<file path="config.mk">
export PLATFORM = sky130hd
export DESIGN_NAME = pipe_stage_reg
export DESIGN_NICKNAME = d
export VERILOG_FILES = /design/src/rtl/pipe_stage_reg.sv
export SDC_FILE = /design/constraint.sdc
export NUM_CORES = 1
export LEC_CHECK = 0
export ABC_AREA = 1
export BUFFER_PORTS_ARGS = -buffer_cell sky130_fd_sc_hd__buf_2
export CAP_MARGIN = 20
export CORE_MARGIN = 2
export CORE_UTILIZATION = 31
export CTS_BUF_LIST = sky130_fd_sc_hd__clkbuf_16
export DETAILED_ROUTE_END_ITERATION = 16
export MAX_ROUTING_LAYER = met4
export PLACE_DENSITY = 0.64
export SETUP_SLACK_MARGIN = 0.2
export SYNTH_ARGS = -nofsm -noshare
export SYNTH_HDL_FRONTEND = slang
export SYNTH_SLANG_ARGS = --single-unit
export TNS_END_PERCENT = 30
</file>
<file path="constraint.sdc">
create_clock -name clk_i -period 1.5 [get_ports clk_i]
set_input_delay 0.075 -clock clk_i [delete_from_list [all_inputs] [get_ports clk_i]]
set_output_delay 0.075 -clock clk_i [all_outputs]
set_load 0.02 [all_outputs]
</file>
<file path="src/rtl/pipe_stage_reg.sv">
// pipe_stage_reg: parametrised valid/ready pipeline register with a two-entry
// skid buffer and synchronous flush. ready_o is decoded from state flops only,
// so it never combinationally depends on ready_i or valid_i.
// Optional performance counters are built when PIPE_STAGE_PERF_EN is defined;
// otherwise stall_cnt_o/beat_cnt_o are tied to zero.
module pipe_stage_reg #(
  parameter int                 DATA_W  = 32,
  parameter logic [DATA_W-1:0]  NOP_VAL = '0,
  parameter int                 CNT_W   = 16
) (
  input  logic              clk_i,
  input  logic              rst_i,
  input  logic              valid_i,
  output logic              ready_o,
  input  logic [DATA_W-1:0] data_i,
  input  logic              flush_i,
  output logic              valid_o,
  input  logic              ready_i,
  output logic [DATA_W-1:0] data_o,
  output logic [1:0]        occ_o,
  output logic [CNT_W-1:0]  stall_cnt_o,
  output logic [CNT_W-1:0]  beat_cnt_o
);

  // Encoding doubles as the occupancy count.
  typedef enum logic [1:0] {
    EMPTY = 2'd0,
    BUSY  = 2'd1,
    FULL  = 2'd2
  } state_e;

  state_e            state_q, state_d;
  logic [DATA_W-1:0] out_q, out_d;
  logic [DATA_W-1:0] skd_q, skd_d;
  logic              in_fire, out_fire;

  assign valid_o  = (state_q != EMPTY);
  assign ready_o  = (state_q != FULL);
  assign occ_o    = state_q;
  assign data_o   = out_q;
  assign in_fire  = valid_i & ready_o;
  assign out_fire = valid_o & ready_i;

  // Next-state and datapath selection; flush overrides normal traffic.
  always_comb begin
    state_d = state_q;
    out_d   = out_q;
    skd_d   = skd_q;
    if (flush_i) begin
      state_d = EMPTY;
      out_d   = NOP_VAL;
      skd_d   = NOP_VAL;
    end else begin
      case (state_q)
        EMPTY: begin
          if (in_fire) begin
            state_d = BUSY;
            out_d   = data_i;
          end
        end
        BUSY: begin
          if (in_fire && !out_fire) begin
            state_d = FULL;
            skd_d   = data_i;
          end else if (!in_fire && out_fire) begin
            state_d = EMPTY;
            out_d   = NOP_VAL;
          end else if (in_fire && out_fire) begin
            out_d   = data_i;
          end
        end
        FULL: begin
          if (out_fire) begin
            state_d = BUSY;
            out_d   = skd_q;
            skd_d   = NOP_VAL;
          end
        end
        default: begin
          state_d = EMPTY;
          out_d   = NOP_VAL;
          skd_d   = NOP_VAL;
        end
      endcase
    end
  end

  // State and payload registers with synchronous reset.
  always_ff @(posedge clk_i) begin
    if (rst_i) begin
      state_q <= EMPTY;
      out_q   <= NOP_VAL;
      skd_q   <= NOP_VAL;
    end else begin
      state_q <= state_d;
      out_q   <= out_d;
      skd_q   <= skd_d;
    end
  end

`ifdef PIPE_STAGE_PERF_EN
  logic [CNT_W-1:0] stall_q, stall_d;
  logic [CNT_W-1:0] beat_q, beat_d;

  // Saturating counters; flush deliberately leaves them alone.
  always_comb begin
    stall_d = stall_q;
    beat_d  = beat_q;
    if (valid_o && !ready_i && (stall_q != {CNT_W{1'b1}}))
      stall_d = stall_q + CNT_W'(1);
    if (out_fire && (beat_q != {CNT_W{1'b1}}))
      beat_d = beat_q + CNT_W'(1);
  end

  // Counter registers, cleared only by reset.
  always_ff @(posedge clk_i) begin
    if (rst_i) begin
      stall_q <= '0;
      beat_q  <= '0;
    end else begin
      stall_q <= stall_d;
      beat_q  <= beat_d;
    end
  end

  assign stall_cnt_o = stall_q;
  assign beat_cnt_o  = beat_q;
`else
  assign stall_cnt_o = '0;
  assign beat_cnt_o  = '0;
`endif

endmodule

</file>
* Word-level counts from Yosys, hierarchy flattened *
Cells that the tools add are included.
W data, S select, Z words.

word-level totals
  register bits = 66
  bits of input ports = 37
  output and inout bits = 68

cells by class
  eq/ne operators = 9
  multiplexer cells = 14
  bitwise gates (word level) = 3
  reduce and logical (&&, ||, !) cells = 11

operators with widths
  operator              count
  $mux W32              7
  $pmux W32 S3          2
  $ne A2 B2 Y1 const B  5
  $mux W2               4
  $ne A3 B3 Y1 const B  2
  $pmux W2 S3           1
  $reduce_and A3 Y1     2
  $reduce_and A4 Y1     1
  $logic_and A1 B1 Y1   3
  $and A1 B1 Y1         2
  $eq A2 B1 Y1 const B  1
  $eq A2 B2 Y1 const B  1
  $logic_not A1 Y1      2
  $logic_not A2 Y1      1
  $reduce_bool A2 Y1    1
  $reduce_or A2 Y1      1
  $not A1 Y1            1

* Longest topological paths before layout *
Gate-level depths: netlist of run 1.

  depth in word-level cells = 7
  depth in mapped cells = 9

* Worst setup path after synthesis of run 1 *
Ideal clock, no wire load.

  kind = register to register
  start = reg state_q[0], in the netlist occ_o[0]
  end = reg out_q[26], in the netlist data_o[26]
  data arrival time = 1,342 ps
  data required time = 1,368 ps
  slack = 26 ps
  stages on the path, launching flop included = 8
  path buffers = 0
  cell sequence = dfxtp_1 inv_2 nand2_1 nand3_1 nand2_1 nand2_1 nand2_1 a21oi_1

between the ends
  elaborated cells on any way between the ends = 20
  classes of those cells = eq/ne: 7; mux: 3; bitwise: 2; reduce/logical: 8

RTL lines
  element                                                  RTL line  RTL
  start, declared                                          32        state_e state_q, state_d;
  start signal, assigned                                   95        state_q <= state_d;
  $reduce_bool A2 Y1 (*)                                   37        assign valid_o = (state_q != EMPTY);
  via valid_o                                              17        output logic valid_o,
  $and A1 B1 Y1 (*)                                        42        assign out_fire = valid_o & ready_i;
  $logic_and A1 B1 Y1 or $logic_not A1 Y1 (tied branches)  65, 62
  $mux W32 or $logic_and A1 B1 Y1 (tied branches)          65, 62
  $mux W32 or $ne A2 B2 Y1 (tied branches)                 --
  $pmux W32 S3 or $reduce_and A4 Y1 (tied branches)        --
  end signal, assigned                                     96        out_q <= out_d;
  end, declared                                            33        logic [DATA_W-1:0] out_q, out_d;

The timed path passes the listed nets; every way through them passes the cells marked *. The select of a mux whose other input is x is not followed.
A chain may end at the register's enable or synchronous reset.

* Final worst setup path of run 1 *
  start = reg state_q[1], in the netlist occ_o[1]
  end = reg skd_q[11]

between the ends
  cells in the longest elaborated chain, start to end = 6
  elaborated cells on any way between the ends = 14
  classes of those cells = eq/ne: 5; mux: 1; bitwise: 3; reduce/logical: 5

RTL lines
  element                             RTL line  RTL
  $reduce_bool A2 Y1                  37
  $and A1 B1 Y1                       42
  $logic_not A1 Y1                    62        if (in_fire && !out_fire) begin
  $logic_and A1 B1 Y1                 62
  $ne A2 B2 Y1 (no source line)       --
  $reduce_and A3 Y1 (no source line)  --
  end signal, assigned                97        skd_q <= skd_d;
  end, declared                       34        logic [DATA_W-1:0] skd_q, skd_d;

Parallel ways exist; a longest one is shown, timed or not.

==> flow_metrics.tcl, run 1 <==
set metrics [dict create \
    clock_path_buffers 2 \
    layout_common_cells "nand2_1 (219), buf_2 (72), inv_1 (66)" \
    endpoint_kind "flip-flop" \
    crit_required_ns 1.74 \
    initial_core_util 0.314 \
    grt_pass1_vias 3572 \
    syn_to_final_growth_pct 34.5 \
    die_area_um2 13000 \
    ir_worst_vdd_v 0.000450 \
    numPortBuffers 72 \
    crit_family "compound AO/OA/AOI/OAI gates" \
    crit_fanout 12 \
    synth_cell_types 19 \
    fin_crit_sh 0.960 \
    ios 105 \
    switchingPower_mw 1.35 \
    drt_first_pass_iters 7 \
    gp_congestion 0.780 \
    place_area_um2 4220 \
    p_comb_frac 0.202 \
    final_nets 741 \
    die_height_um 114 \
    fin_cells 855 \
    cp.arrival_ns 1.68 \
    outcome "completed" \
    grt_pass1_wl_mm 18.1 \
    synth_seq_cells 66 \
    grt_antenna_before_repair 0 \
    post-place-cells 814 \
    core_um2 11900 \
    max_freq_mhz 694 \
    ctsRootBufferMaster "clkbuf_16" \
    timing.final.ws_setup_ns 0.0600 \
    hpwl_mm 6.36 \
    cts_tree "done" \
    p_leak_nw 2.53 \
    rsz0062_at_grt "true" \
    clkPwrFrac 0.417 \
    vias 3924 \
    clk-insertion-delay-late_ns 0.32 \
    diodes 0 \
    grt_overflow_total 0 \
    syn_inst 611 \
    stdcell_area_um2 5030 \
    seqPwrFrac 0.381 \
    grt_max_degree 41 \
    cpMostUsedCell "buf_4" \
    power_density_nw_per_um2 946 \
    max_stage_delay_ns 0.39 \
    grt_usage 0.186 \
    drt-total-wl_mm 11.7 \
    vias_per_cell 4.59 \
    finalSetupViolCount 0 \
    hold_viol_final 0 \
    path_cells "inv_4 -> buf_4 -> o21ai_4 -> buf_4 -> nand3_1 -> a21oi_1" \
    ys_seq_area_frac 0.353 \
    place_ws_ns -0.0712 \
    cts_made_buffers 9 \
    drc_errors 0 \
    finClkSkew_ns 0.00385 \
    worstHoldPathType "primary input to flip-flop" \
    drv_slew 0 \
    p_int_mw 3.41 \
    wire_per_inst_um 13.7 \
    clk_pin_slew_worst_paths_ns 0.05 \
    core.rowCount 40 \
    ant_nets 0 \
    startpoint_type "flip-flop" \
    maxCapViolCount 0 \
    drive_above_1_share 0.233 \
    netSwitchingFraction 0.283 \
    yosys_warnings 0 \
    drt-initial-drc-count 217 \
    cp_slowest_cell "dfxtp_4" \
    worstSetupPathType "flip-flop to flip-flop" \
    finalHoldWorstSlack_ns 0.0390 \
    power_mw 4.76 \
    period_needed_ns 1.44 \
    syn_area_um2 3740 \
    layout_commonest_cell "nand2_1" \
    syn_area_per_cell_um2 6.12 \
    fp.dieW_um 114 \
    htreeDepth 3 \
    path_buf_inv 3 \
    numClockSinks 66 \
]
[layout make-up]
cell class                      count  area [um2]
Fill cell                        1242        6880
Multi-Input combinational cell    439        1990
Sequential cell                    66        1330
Timing Repair Buffer              119         988
Inverter                           69         269
Clock buffer                        9         225
Tap cell                          147         184
Clock inverter                      6        50.0
[power groups by stage]
stage          logic (mW)  registers (mW)  clock network, mW
6_report            0.964            1.81               1.98
5_1_grt              1.05            1.82               2.09
4_1_cts             0.898            1.81               2.02
3_5_place_dp        0.728            1.85                  0
3_3_place_gp        0.725            1.85                  0
2_1_floorplan       0.506            1.89                  0
[repair_timing]
item	4_1_cts	5_1_grt
setup endpoints to repair	67	68
hold endpoints to repair	0	0
pin swaps	8	1
hold buffers	0	0
gates resized for setup	30	18
cloned	5	4
setup buffers	13	4
[flip-flops by register name, summed over array words and instances, names as in the netlist]
| register | count |
|---|---|
| data_o | 32 |
| occ_o | 2 |
| skd_q | 32 |
[worst min-delay path, delay by kind of cell]
| family | cells | cell delay, ns |
|---|---|---|
| and+or+nand+nor | 1 | 0.06 |
| buffers and inverters | 1 | 0.12 |
| AOI/OAI and AO/OA | 1 | 0.05 |
[path summary, 6_finish.rpt]
kind / start / end / slack (ns) / cells past startpoint
setup / recovery: occ_o[1] / skd_q[11] / 0.06 / 6
hold / removal: valid_i / occ_o[1] / 0.04 / 3
setup reg to reg: occ_o[1] / skd_q[11] / 0.06 / 6
hold reg to reg: data_o[1] / data_o[1] / 0.46 / 2
[synth_stat cells]
library cell / instances / area (um2)
clkbuf_1: 9 / 33.8
dfxtp_1: 66 / 1320
buf_1: 4 / 15.0
nand3_1: 66 / 330
o211ai_1: 1 / 7.51
nand4_1: 1 / 6.26
o21ai_2: 2 / 17.5
a21oi_1: 66 / 330
nand2_1: 231 / 867
nand2_2: 2 / 12.5
buf_4: 38 / 285
inv_2: 3 / 11.3
conb_1: 1 / 3.75
nand3_2: 2 / 20.0
nor2_2: 1 / 6.26
inv_1: 66 / 248
buf_2: 18 / 90.1
nor2_1: 33 / 124
nor2_4: 1 / 11.3
[routing by layer]
metal  vias up  track usage  routed length [um]
li1       2017            -                   -
met1      1770        0.224                5010
met2       127        0.320                5870
met3        10       0.0436                 706
met4         0       0.0341                  95
met5         -            -                   0
[logic make-up (layout without fill, tap and decap cells)]
kind of cell           after synthesis  in the layout  share of synthesized area
AND/OR/NAND/NOR                    337            338                      0.368
other                                1             32                    0.00100
buffers and inverters              138            203                      0.183
flip-flops                          66             66                      0.353
AO/OA/AOI/OAI                       69             69                     0.0950
[per-stage QoR]
| step | util | TNS (ns) |
|---|---|---|
| after CTS | 0.407 | 0 |
| after detailed placement | 0.355 | -1.78 |
| after global placement | 0.355 | -1.35 |
| after global routing | 0.422 | -0.0216 |
| after floorplan | - | 0 |
| final | 0.422 | 0 |
No activity file was read; power rests on OpenSTA's default activity.
==> run 2, diff against run 1 <==
--- a/config.mk
+++ b/config.mk
@@ -8,13 +8,13 @@
 export ABC_AREA = 1
 export BUFFER_PORTS_ARGS = -buffer_cell sky130_fd_sc_hd__buf_2
 export CAP_MARGIN = 20
-export CORE_MARGIN = 2
+export CORE_MARGIN = 5
 export CORE_UTILIZATION = 31
 export CTS_BUF_LIST = sky130_fd_sc_hd__clkbuf_16
 export DETAILED_ROUTE_END_ITERATION = 16
 export MAX_ROUTING_LAYER = met4
-export PLACE_DENSITY = 0.64
-export SETUP_SLACK_MARGIN = 0.2
+export PLACE_DENSITY = 0.61
+export SETUP_SLACK_MARGIN = 0.1
 export SYNTH_ARGS = -nofsm -noshare
 export SYNTH_HDL_FRONTEND = slang
 export SYNTH_SLANG_ARGS = --single-unit
==> run 2 against run 1 <==
Against the previous run: wire length fell by 1.4%; non-clock buffer count decreased by 10; via count decreased by 2.5%.
==> flow_metrics.tcl, run 2 (same netlist as run 1, synthesis figures left out) <==
set metrics [dict create \
    outcome "completed" \
    numClockSinks 66 \
    drt_first_pass_iters 6 \
    drive_above_1_share 0.231 \
    fillers 1277 \
    cp.arrival_ns 1.65 \
    clk_pin_slew_worst_paths_ns 0.06 \
    reg2reg_slack_ns 0.11 \
    cts_tree "done" \
    clock_path_buffers 2 \
    grt_pass1_vias 3543 \
    r2r_start "occ_o[1]" \
    endpoint_kind "flip-flop" \
    final-seq-area_um2 1330 \
    maxCapViolCount 0 \
    grt_antenna_before_repair 1 \
    min_path_cells 3 \
    ir_worst_vdd_v 0.000552 \
    multi_input_area_um2 2010 \
    finClkSkew_ns 0.00488 \
    hold_viol_final 0 \
    ctsRootBufferMaster "clkbuf_16" \
    gp_congestion 0.803 \
    finalHoldWorstSlack_ns 0.0411 \
    core.rowCount 40 \
    die_area_um2 14400 \
    die_height_um 120 \
    syn_to_final_growth_pct 31.4 \
    p_leak_nw 2.43 \
    numPortBuffers 72 \
    cts_made_buffers 9 \
    grt_max_degree 49 \
    drv_slew 0 \
    drc_errors 0 \
    ant_nets 0 \
    ios 105 \
    ff2ff_path_depth 9 \
    worstSetupPathType "flip-flop to flip-flop" \
    worstHoldPathType "primary input to flip-flop" \
    finalSetupViolCount 0 \
    grt_usage 0.158 \
    layout_common_cells "nand2_1 (218), buf_2 (72), inv_1 (67)" \
    power_density_nw_per_um2 964 \
    tns_ns 0 \
    final_nets 732 \
    grt_pass1_wl_mm 17.8 \
    grt_overflow_total 0 \
    rr_endpoint "data_o[21]" \
    hpwl_mm 6.92 \
    period_needed_ns 1.39 \
    crit_required_ns 1.76 \
    crit_fanout 6 \
    initial_core_util 0.314 \
    clk-insertion-delay-late_ns 0.33 \
    vias_per_cell 4.51 \
    wire_per_inst_um 13.6 \
    core_um2 11900 \
    startpoint_type "flip-flop" \
    fp.dieW_um 120 \
    layout_commonest_cell "nand2_1" \
    vias 3825 \
    min_delay_worst_endpoint "occ_o[1]" \
    drt-total-wl_mm 11.5 \
    hold_buffers 0 \
    drt-initial-drc-count 236 \
    htreeDepth 3 \
    max_freq_mhz 721 \
    rsz0062_at_grt "true" \
    min_from "valid_i" \
    fin_crit_sh 0.925 \
]
==> run 2: cell type report <==
cell class                      instances  share of cell area
Multi-Input combinational cell        440               0.408
Tap cell                              147              0.0374
Clock inverter                          7              0.0107
Inverter                               69              0.0547
Sequential cell                        66               0.270
Timing Repair Buffer                  109               0.173
Antenna cell                            1            0.000509
Clock buffer                            9              0.0458
==> run 2: worst max-delay path, cell delays in order, from the launching register on <==
cell and delay (ns):
dfxtp_4 0.37, inv_4 0.07, nand2_4 0.05, buf_12 0.14, inv_8 0.07, nand2_4 0.05, nand3_4 0.18, clkbuf_16 0.20
nand2_1 0.05, a21oi_1 0.14
==> run 2: worst max path at each step <==
stage	from	end	cells after the start
final	occ_o[1]	data_o[21]	9
after global routing	occ_o[1]	skd_q[29]	6
after CTS	occ_o[1]	data_o[15]	9
after detailed placement	occ_o[1]	data_o[31]	6
after global placement	occ_o[0]	data_o[30]	6
after floorplan	occ_o[1]	skd_q[10]	9
==> run 2: timing repair <==
action | 4_1_cts | 5_1_grt
endpoints found under the setup margin | 64 | 66
gates resized for setup | 8 | 49
pin swaps | 2 | 7
buffers inserted | 4 | 4
gates cloned | 1 | 5
==> run 2: metal layers <==
layer / vias up / part of all wire / global-route usage / wire length (um)
met5: - / 0 / - / 0
met4: 0 / 0.012 / 0.0501 / 138
met3: 13 / 0.058 / 0.0358 / 672
met2: 101 / 0.46 / 0.249 / 5330
met1: 1717 / 0.47 / 0.203 / 5390
li1: 1994 / - / - / -
==> run 2: where the power goes <==
| group | leakage (nW) | internal [mW] | switching, mW |
|---|---|---|---|
| sequential | 0.536 | 1.79 | 0.0223 |
| combinational | 1.76 | 0.324 | 0.572 |
| clock | 0.142 | 1.25 | 0.780 |
==> run 2: metrics by stage <==
stage	instances	util	instance area, um2	power, mW	worst slack (ns)
final	848	0.413	4920	4.74	0.112
after global routing	848	0.413	4920	4.95	0.0284
after CTS	838	0.388	4630	4.66	0.0934
after detailed placement	817	0.357	4250	2.60	-0.100
after global placement	817	0.357	4250	2.59	-0.0446
after floorplan	642	-	3860	2.40	0.157
==> run 3, diff against run 2 <==
--- a/config.mk
+++ b/config.mk
@@ -5,7 +5,6 @@
 export SDC_FILE = /design/constraint.sdc
 export NUM_CORES = 1
 export LEC_CHECK = 0
-export ABC_AREA = 1
 export BUFFER_PORTS_ARGS = -buffer_cell sky130_fd_sc_hd__buf_2
 export CAP_MARGIN = 20
 export CORE_MARGIN = 5
@@ -13,7 +12,7 @@
 export CTS_BUF_LIST = sky130_fd_sc_hd__clkbuf_16
 export DETAILED_ROUTE_END_ITERATION = 16
 export MAX_ROUTING_LAYER = met4
-export PLACE_DENSITY = 0.61
+export PLACE_DENSITY = 0.62
 export SETUP_SLACK_MARGIN = 0.1
 export SYNTH_ARGS = -nofsm -noshare
 export SYNTH_HDL_FRONTEND = slang
==> run 3 against run 2 <==
Against the previous run: cell area decreased by 13%; combinational power decreased by 30%; power is 0.66% higher; clock-buffer cell count up 1; die area shrank 14%; final cell count shrank 31%; worst setup slack worse by 0.056 ns; register-to-register slack got worse by 0.06 ns.
==> flow_metrics.tcl, run 3 <==
set metrics [dict create \
    clk-insertion-delay-late_ns 0.32 \
    startpoint_type "flip-flop" \
    cts_tree "done" \
    yosys_warnings 0 \
    fin_util 0.420 \
    outcome "completed" \
    worstHoldPathType "primary input to flip-flop" \
    synth.area.top_cells "dfxtp_1 (41%), mux2i_1 (10%), buf_4 (9.0%)" \
    synth_cell_types 30 \
    numPortBuffers 72 \
    max_stage_delay_ns 0.36 \
    r2r_start "occ_o[1]" \
    vias_per_cell 4.76 \
    drt-initial-drc-count 131 \
    ctsRootBufferMaster "clkbuf_16" \
    synth_most_common_cell "dfxtp_1" \
    drt-total-wl_mm 8.94 \
    synth_top_flop_cell "dfxtp_1" \
    fin_crit_sh 0.962 \
    reg2reg_slack_ns 0.06 \
    final_nets 483 \
    layout_commonest_cell "buf_2" \
    drive_above_1_share 0.326 \
    power_mw 4.77 \
    crit_fanout 7 \
    multi_input_area_um2 1680 \
    syn_inst 360 \
    cp_slowest_cell "dfxtp_4" \
    clk_pin_slew_worst_paths_ns 0.06 \
    syn_to_final_growth_pct 34.4 \
    synth_seq_cells 66 \
    power_density_nw_per_um2 1110 \
    fillers 1017 \
    stdcell_area_um2 4280 \
    path_cells "buf_12 -> nor2b_4 -> a21boi_4 -> buf_12 -> clkbuf_16 -> a22oi_2 -> a21oi_1" \
    numClockSinks 66 \
    grt_pass1_vias 2719 \
    grt_overflow_total 0 \
    cts_made_buffers 9 \
    rsz0062_at_grt "true" \
    clock_path_buffers 2 \
    initial_core_util 0.313 \
    synth_top_cell_area_share 0.415 \
    cp-startpoint "occ_o[1]" \
    period_needed_ns 1.44 \
    min_delay_worst_endpoint "data_o[27]" \
    ys_seq_area_frac 0.415 \
    ff2ff_path_depth 7 \
    min_from "data_i[27]" \
    grt_max_degree 34 \
    hpwl_mm 5.47 \
    max_freq_mhz 693 \
    min_path_cells 3 \
    gp_congestion 0.774 \
    htreeDepth 3 \
    worstSetupPathType "flip-flop to flip-flop" \
    place_area_um2 3600 \
    cpMostUsedCell "buf_12" \
    final-seq-area_um2 1330 \
    maxCapViolCount 0 \
    crit_required_ns 1.75 \
    p_leak_nw 1.77 \
    syn_area_um2 3190 \
    die_area_um2 12400 \
    synth-async-reset-ratio 0 \
    syn_area_per_cell_um2 8.85 \
    endpoint_kind "flip-flop" \
    cp.arrival_ns 1.70 \
    ir_worst_vdd_v 0.000692 \
    fp.dieW_um 111 \
    ys_top_cells_by_count "dfxtp_1 (66), a21oi_1 (39), buf_4 (38), nor2_1 (34), and2_1 (33)" \
    drc_errors 0 \
    drv_slew 0 \
    finalSetupViolCount 0 \
    rr_endpoint "data_o[3]" \
    core.rowCount 37 \
    hold_viol_final 0 \
    ios 105 \
    drt_first_pass_iters 4 \
    die_height_um 111 \
    layout_common_cells "buf_2 (72), dfxtp_1 (64), a21oi_1 (36)" \
    vias 2800 \
    synth_top_area_cell "dfxtp_1" \
    synth_edf_count 0 \
    core_um2 10200 \
    finClkSkew_ns 0.00444 \
    grt_antenna_before_repair 1 \
    wire_per_inst_um 15.2 \
    ant_nets 0 \
    grt_usage 0.136 \
    grt_pass1_wl_mm 13.5 \
]
==> run 3: changes by cell type after synthesis, sizes merged, moves of 5 or more <==
cell,previous run,this run
mux2i,0,32
nand3b,0,5
inv,69,1
a21oi,66,39
buf,60,49
o21ai,2,28
a22oi,0,27
and2,0,33
nand2,233,5
nand3,68,5
==> run 3: timing repair <==
action | 4_1_cts | 5_1_grt
pin swaps | 1 | 11
hold buffers | 0 | 0
gates cloned | 3 | 5
resized for setup | 9 | 16
buffers inserted | 3 | 8
endpoints found under the setup margin | 64 | 62
==> run 3: through the flow <==
step           hold slack (ns)  cells  setup slack (ns)  setup TNS [ns]
2_1_floorplan            0.259    391             0.106               0
3_3_place_gp             0.365    552            -0.162           -4.97
3_5_place_dp             0.370    552            -0.209           -6.96
4_1_cts                 0.0287    574            0.0800               0
5_1_grt                 0.0253    588           0.00301               0
6_report                0.0359    588            0.0565               0
==> run 3: worst max-delay path: cells and delay by family (launching register included) <==
| kind | cells | cell delay, ns |
|---|---|---|
| buffers and inverters | 3 | 0.42 |
| AND/OR/NAND/NOR | 1 | 0.17 |
| AO/OA/AOI/OAI | 3 | 0.41 |
| flip-flops | 1 | 0.36 |
==> run 3: cells by family after synthesis <==
kind of cell	share of synthesized area
AOI/OAI and AO/OA	0.200
DFF	0.415
other	0.00118
and+or+nand+nor	0.157
buffers and inverters	0.127
muxes	0.101
==> run 3: final cells by class <==
type	instances	share of cell area
antenna	1	0.000585
clock buffer	10	0.0585
clock inverter	6	0.0208
inverter	1	0.000877
multi-input combinational	263	0.393
sequential	66	0.310
tap	136	0.0398
timing repair buffer	105	0.177
==> run 3: power by group <==
| part | switching (mW) | leakage, nW | internal [mW] |
|---|---|---|---|
| registers | 0.0192 | 0.536 | 1.79 |
| logic | 0.378 | 1.07 | 0.251 |
| clock network | 0.782 | 0.165 | 1.55 |
| total | 1.18 | 1.77 | 3.59 |
==> run 3: per-layer routing <==
| layer | global-route usage | vias up | part of all wire |
|---|---|---|---|
| li1 | - | 1372 | - |
| met1 | 0.168 | 1329 | 0.46 |
| met2 | 0.213 | 90 | 0.48 |
| met3 | 0.0435 | 9 | 0.055 |
| met4 | 0.0414 | 0 | 0.012 |
| met5 | - | - | 0 |
==> run 3: how the worst max path moves through the flow <==
stage	endpoint	slack, ns	cells past startpoint
after floorplan	data_o[0]	0.11	8
after global placement	data_o[22]	-0.16	5
after detailed placement	data_o[11]	-0.21	5
after CTS	data_o[21]	0.08	6
after global routing	data_o[22]	0.003	7
final	data_o[3]	0.06	7
